[src/rtl/mem_arbiter.sv]
// Two-port round-robin arbiter in front of a single-port synchronous memory,
// with a built-in zero-fill sequence that sweeps every word of the memory.
module mem_arbiter #(
  parameter int  DATA_W    = 32,
  parameter int  MEM_DEPTH = 32,
  localparam int ADDR_W    = $clog2(MEM_DEPTH)
) (
  input  logic                  clk,
  input  logic                  rst,
  input  logic [1:0]            req_valid,
  input  logic [1:0]            req_we,
  input  logic [2*ADDR_W-1:0]   req_addr,
  input  logic [2*DATA_W-1:0]   req_wdata,
  output logic [1:0]            req_ready,
  output logic [1:0]            rsp_valid,
  output logic [DATA_W-1:0]     rsp_rdata,
  input  logic                  clr_start,
  output logic                  busy,
  output logic                  clr_done,
  output logic                  mem_we,
  output logic [ADDR_W-1:0]     mem_addr,
  output logic [DATA_W-1:0]     mem_wdata,
  input  logic [DATA_W-1:0]     mem_rdata
);

  typedef enum logic {
    IDLE,
    CLEAR
  } state_t;

  localparam logic [ADDR_W-1:0] LAST_ADDR = ADDR_W'(MEM_DEPTH - 1);

  state_t            state_q, state_d;
  logic [ADDR_W-1:0] clr_cnt_q, clr_cnt_d;
  logic              last_port1_q, last_port1_d;  // port 1 was granted most recently
  logic [1:0]        rsp_valid_q;
  logic              rsp_read_q;                  // pending response is a read
  logic              clr_done_q, clr_done_d;
  logic [1:0]        grant;

  // Next-state, arbitration and memory-port drive for the current cycle.
  // NOTE: every signal assigned here gets a default first so no latch is inferred.
  always_comb begin
    state_d      = state_q;
    clr_cnt_d    = clr_cnt_q;
    last_port1_d = last_port1_q;
    clr_done_d   = 1'b0;
    grant        = 2'b00;
    busy         = 1'b0;
    mem_we       = 1'b0;
    mem_addr     = '0;
    mem_wdata    = '0;

    case (state_q)
      IDLE: begin
        if (clr_start) begin
          // Clear wins over any pending request in this cycle.
          state_d   = CLEAR;
          clr_cnt_d = '0;
        end else begin
          case (req_valid)
            2'b01:   grant = 2'b01;
            2'b10:   grant = 2'b10;
            2'b11:   grant = last_port1_q ? 2'b01 : 2'b10;
            default: grant = 2'b00;
          endcase

          if (grant[1]) begin
            mem_we    = req_we[1];
            mem_addr  = req_addr[ADDR_W +: ADDR_W];
            mem_wdata = req_wdata[DATA_W +: DATA_W];
          end else if (grant[0]) begin
            mem_we    = req_we[0];
            mem_addr  = req_addr[0 +: ADDR_W];
            mem_wdata = req_wdata[0 +: DATA_W];
          end

          // Pointer moves only when something is actually accepted.
          if (grant != 2'b00) begin
            last_port1_d = grant[1];
          end
        end
      end

      CLEAR: begin
        busy     = 1'b1;
        mem_we   = 1'b1;
        mem_addr = clr_cnt_q;
        if (clr_cnt_q == LAST_ADDR) begin
          state_d    = IDLE;
          clr_done_d = 1'b1;
        end else begin
          clr_cnt_d = clr_cnt_q + ADDR_W'(1);
        end
      end

      default: state_d = IDLE;
    endcase
  end

  // State, pointer and one-cycle response/completion registers.
  // NOTE: sequential state uses non-blocking assignments so all registers update together.
  // NOTE: the memory array lives outside this block and is deliberately untouched by rst.
  always_ff @(posedge clk or posedge rst) begin
    if (rst) begin
      state_q      <= IDLE;
      clr_cnt_q    <= '0;
      last_port1_q <= 1'b1;
      rsp_valid_q  <= 2'b00;
      rsp_read_q   <= 1'b0;
      clr_done_q   <= 1'b0;
    end else begin
      state_q      <= state_d;
      clr_cnt_q    <= clr_cnt_d;
      last_port1_q <= last_port1_d;
      rsp_valid_q  <= grant;
      rsp_read_q   <= |(grant & ~req_we);
      clr_done_q   <= clr_done_d;
    end
  end

  assign req_ready = grant;
  assign rsp_valid = rsp_valid_q;
  assign clr_done  = clr_done_q;
  // Memory read data is only forwarded for a read completion; otherwise zero.
  assign rsp_rdata = rsp_read_q ? mem_rdata : '0;

endmodule
[config.mk]
export PLATFORM = sky130hd
export DESIGN_NAME = mem_arbiter
export DESIGN_NICKNAME = d
export VERILOG_FILES = /design/src/rtl/mem_arbiter.sv
export SDC_FILE = /design/constraint.sdc
export NUM_CORES = 1
export LEC_CHECK = 0
export BUFFER_PORTS_ARGS = -buffer_cell sky130_fd_sc_hd__buf_4
export CORE_MARGIN = 10
export CORE_UTILIZATION = 31
export CTS_BUF_LIST = sky130_fd_sc_hd__clkbuf_16
export DETAILED_ROUTE_END_ITERATION = 12
export MAX_ROUTING_LAYER = met4
export PLACE_DENSITY = 0.95
export SLEW_MARGIN = 20
export SYNTH_ARGS = -nofsm -noshare
export SYNTH_HDL_FRONTEND = slang
export SYNTH_SLANG_ARGS = --single-unit
[constraint.sdc]
create_clock -name clk -period 4.3 [get_ports clk]
set_input_delay 0 -clock clk [delete_from_list [all_inputs] [get_ports clk]]
set_output_delay 0 -clock clk [all_outputs]
set_load 0.02 [all_outputs]
==> qor.csv <==
metric,value,unit
Static Leak,1.49,nW
Total Power,782,µW
Cells after Synth,131,
Synth async-reset ratio,100,%
share of the synthesized area in the top cell type,28.0,%
vias in the first global route,1801,
initial antenna violation count,0,
number of buffers on the longest clock path,2,
clock root cell,clkbuf_16,
core area,0.00363,mm²
synth unique cells,25,
HPWL after DPL,6.47,mm
drt pass-1 iters,4,
largest net degree at the start of global routing,41,
design area,0.00266,mm²
Overflow after GRT,0,
startpoint types,register,
crit end category,primary output,
die area,0.00658,mm²
status,"complete, no violations",
largest cells by area after synthesis,"a22o_1 28%, dfrtp_1 22%, and2_1 21%",
Worst VDD drop,0.000327,V
clock-pin slew on the worst setup and hold paths,0.04,ns
antenna diode count,0,
achievable frequency,457,MHz
residual DRC count,0,
power density cells,294,mW/mm²
via count,1777,
share of cells above drive strength 1,62.7,%
H-tree levels,1,
Seq pwr share,23.9,%
CTS tree,built,
postcts setup bufs,0,
Top Ports,189,
Starting DRT DRC Count,79,
ys flop type,dfrtp_1,
syn nets,246,
RSZ-0062 raised after global routing,no,
switching part of the total,35.8,%
Tot GR Track Use,21.3,%
internal power,502,µW
synth-to-layout area growth,130,%
CP most frequent cell,buf_4,
final WL,7.72,mm
CTS Sinks,11,
Worst-Margin Slew,0.670,ns
I/O Buffers,188,
first-pass GRT wire length,10.7,mm
Synth Register Bits,11,
die width,81.1,µm
Clock Skews,0.000808,ns
P_sw,280,µW
DR WL/cell,21.3,µm
Logic pwr share,54.6,%
Fin. Hold Viols,0,
CP max-delay cell,dfrtp_1,
GPL Wtd Cong,0.915,
CP Buf/Inv Count,2,
period utilization,50.9,%
FP Rows,22,
warnings from Yosys,0,
Final Setup Violations,0,
"area leader, netlist",a22o_1,
Mapped Avg Cell Area,8.84,µm²
Starting Density,31.9,%
clock network latency to the later pin of the worst-skew pair,0.24,ns
Critical Path RT,4.30,ns
die height,81.1,µm
Num CTS Buffers,3,
WP data arrival,2.19,ns
"Cell Chain, Critical Path",nor2_4 > and3_1 > buf_4 > a221o_1 > buf_4,
clock power share,21.4,%
Post-Syn Area,0.00116,mm²
HP Class,input pin to register,
worst stage delay on the critical path,0.54,ns
post-layout min period,2.19,ns
ANT nets after route,0,
nets,430,
CP Class,register to primary output,
dpl cell area,0.00256,mm²
Crit path max-delay family,simple AND/OR/NAND/NOR gates,
number of synthesized flops with an enable pin,0,
final setup TNS,0,ns
reg2reg setup slack,2.51,ns
Max Cap Violations,0,
Final Max Slew Viols,0,
Slew HR,55.3,%
Worst Path Max Fanout,35,
"Seq/Total Area, Yosys",23.9,%
Avg Vias per Cell,4.91,
==> through the flow <==
stage | util (%) | worst slack [ns] | instances | hold slack [ns]
after floorplan | - | 2.67 | 131 | -0.148
after global placement | 70.5 | 2.49 | 356 | 0.0207
after detailed placement | 70.5 | 2.39 | 356 | 0.0270
after CTS | 73.2 | 2.12 | 362 | 0.0587
after global routing | 73.2 | 1.98 | 362 | 0.100
final | 73.2 | 2.11 | 362 | 0.0583
==> what timing repair did <==
item	CTS	global route
endpoints found under the hold margin	11	0
gates resized for setup	0	0
hold buffers	2	0
==> logic make-up (layout without fill, tap and decap cells) <==
| kind of cell | after synthesis | count (layout) | synth area share [%] |
|---|---|---|---|
| AO/OA/AOI/OAI | 48 | 48 | 35.6 |
| XOR/XNOR | 2 | 2 | 1.51 |
| adder cells (fa/ha/maj) | 2 | 2 | 2.16 |
| buffers and inverters | 17 | 200 | 8.21 |
| flip-flops | 11 | 11 | 23.9 |
| multiplexers | 2 | 2 | 1.94 |
| AND/OR/NAND/NOR | 49 | 49 | 26.7 |
==> state kept, by name, indices dropped and copies added (netlist names) <==
signal,flops
rsp_read_q,1
last_port1_q,1
clr_done,1
rsp_valid,2
clr_cnt_q,5
state_q,1
==> per-layer routing <==
layer / vias to the layer above / wire length [µm] / GRT usage, %
met4: 0 / 8 / 2.60
met1: 835 / 2880 / 23.0
li1: 854 / - / -
met2: 86 / 4270 / 40.4
met5: - / 0 / -
met3: 2 / 570 / 3.75
==> power groups by stage <==
stage	clock, mW	sequential, mW	combinational, mW
after floorplan	0	0.173	0.239
after detailed placement	0	0.185	0.423
after CTS	0.169	0.185	0.432
after global routing	0.174	0.193	0.464
final	0.168	0.187	0.427
after global placement	0	0.182	0.412
==> layout by cell type, fill, tap and decap left out, types with 3 or more instances in the layout <==
cell type    n
a22o_1      37
clkbuf_16    3
and2_1      38
buf_4      189
nand2_1      3
a221o_1      5
dfrtp_1     10
inv_1        6
==> cell usage after synthesis (3+ instances only) <==
cell,instances
buf_6,3
buf_2,4
and2_1,38
dfrtp_1,10
a221o_1,5
clkbuf_1,4
a22o_1,37
inv_1,5
nand2_1,3
==> worst paths after layout <==
path,startpoint,to,cells after the start
worst max-delay path,state_q,mem_addr[1],5
worst min-delay path,clr_start,state_q,3
worst max register to register,clr_cnt_q[0],clr_cnt_q[3],6
worst min register to register,clr_cnt_q[4],clr_cnt_q[4],1
max in group asynchronous,rst,last_port1_q,3
min in group asynchronous,rst,rsp_valid[1],3
==> worst reg2reg max path: stages, from the launching register on <==
cell,delay [ns]
dfrtp_1,0.44
ha_1,0.24
and3_1,0.18
ha_1,0.27
nand4b_1,0.22
xnor2_1,0.15
a22o_1,0.18
==> area by class of cell <==
class                           count  area, µm²
Clock buffer                        3       75.1
Clock inverter                      1       3.75
Fill cell                         289        973
Inverter                            5       18.8
Multi-Input combinational cell    103        787
Sequential cell                    11        277
Tap cell                           48       60.1
Timing Repair Buffer              191       1440
(Power assumes the default switching activity.)
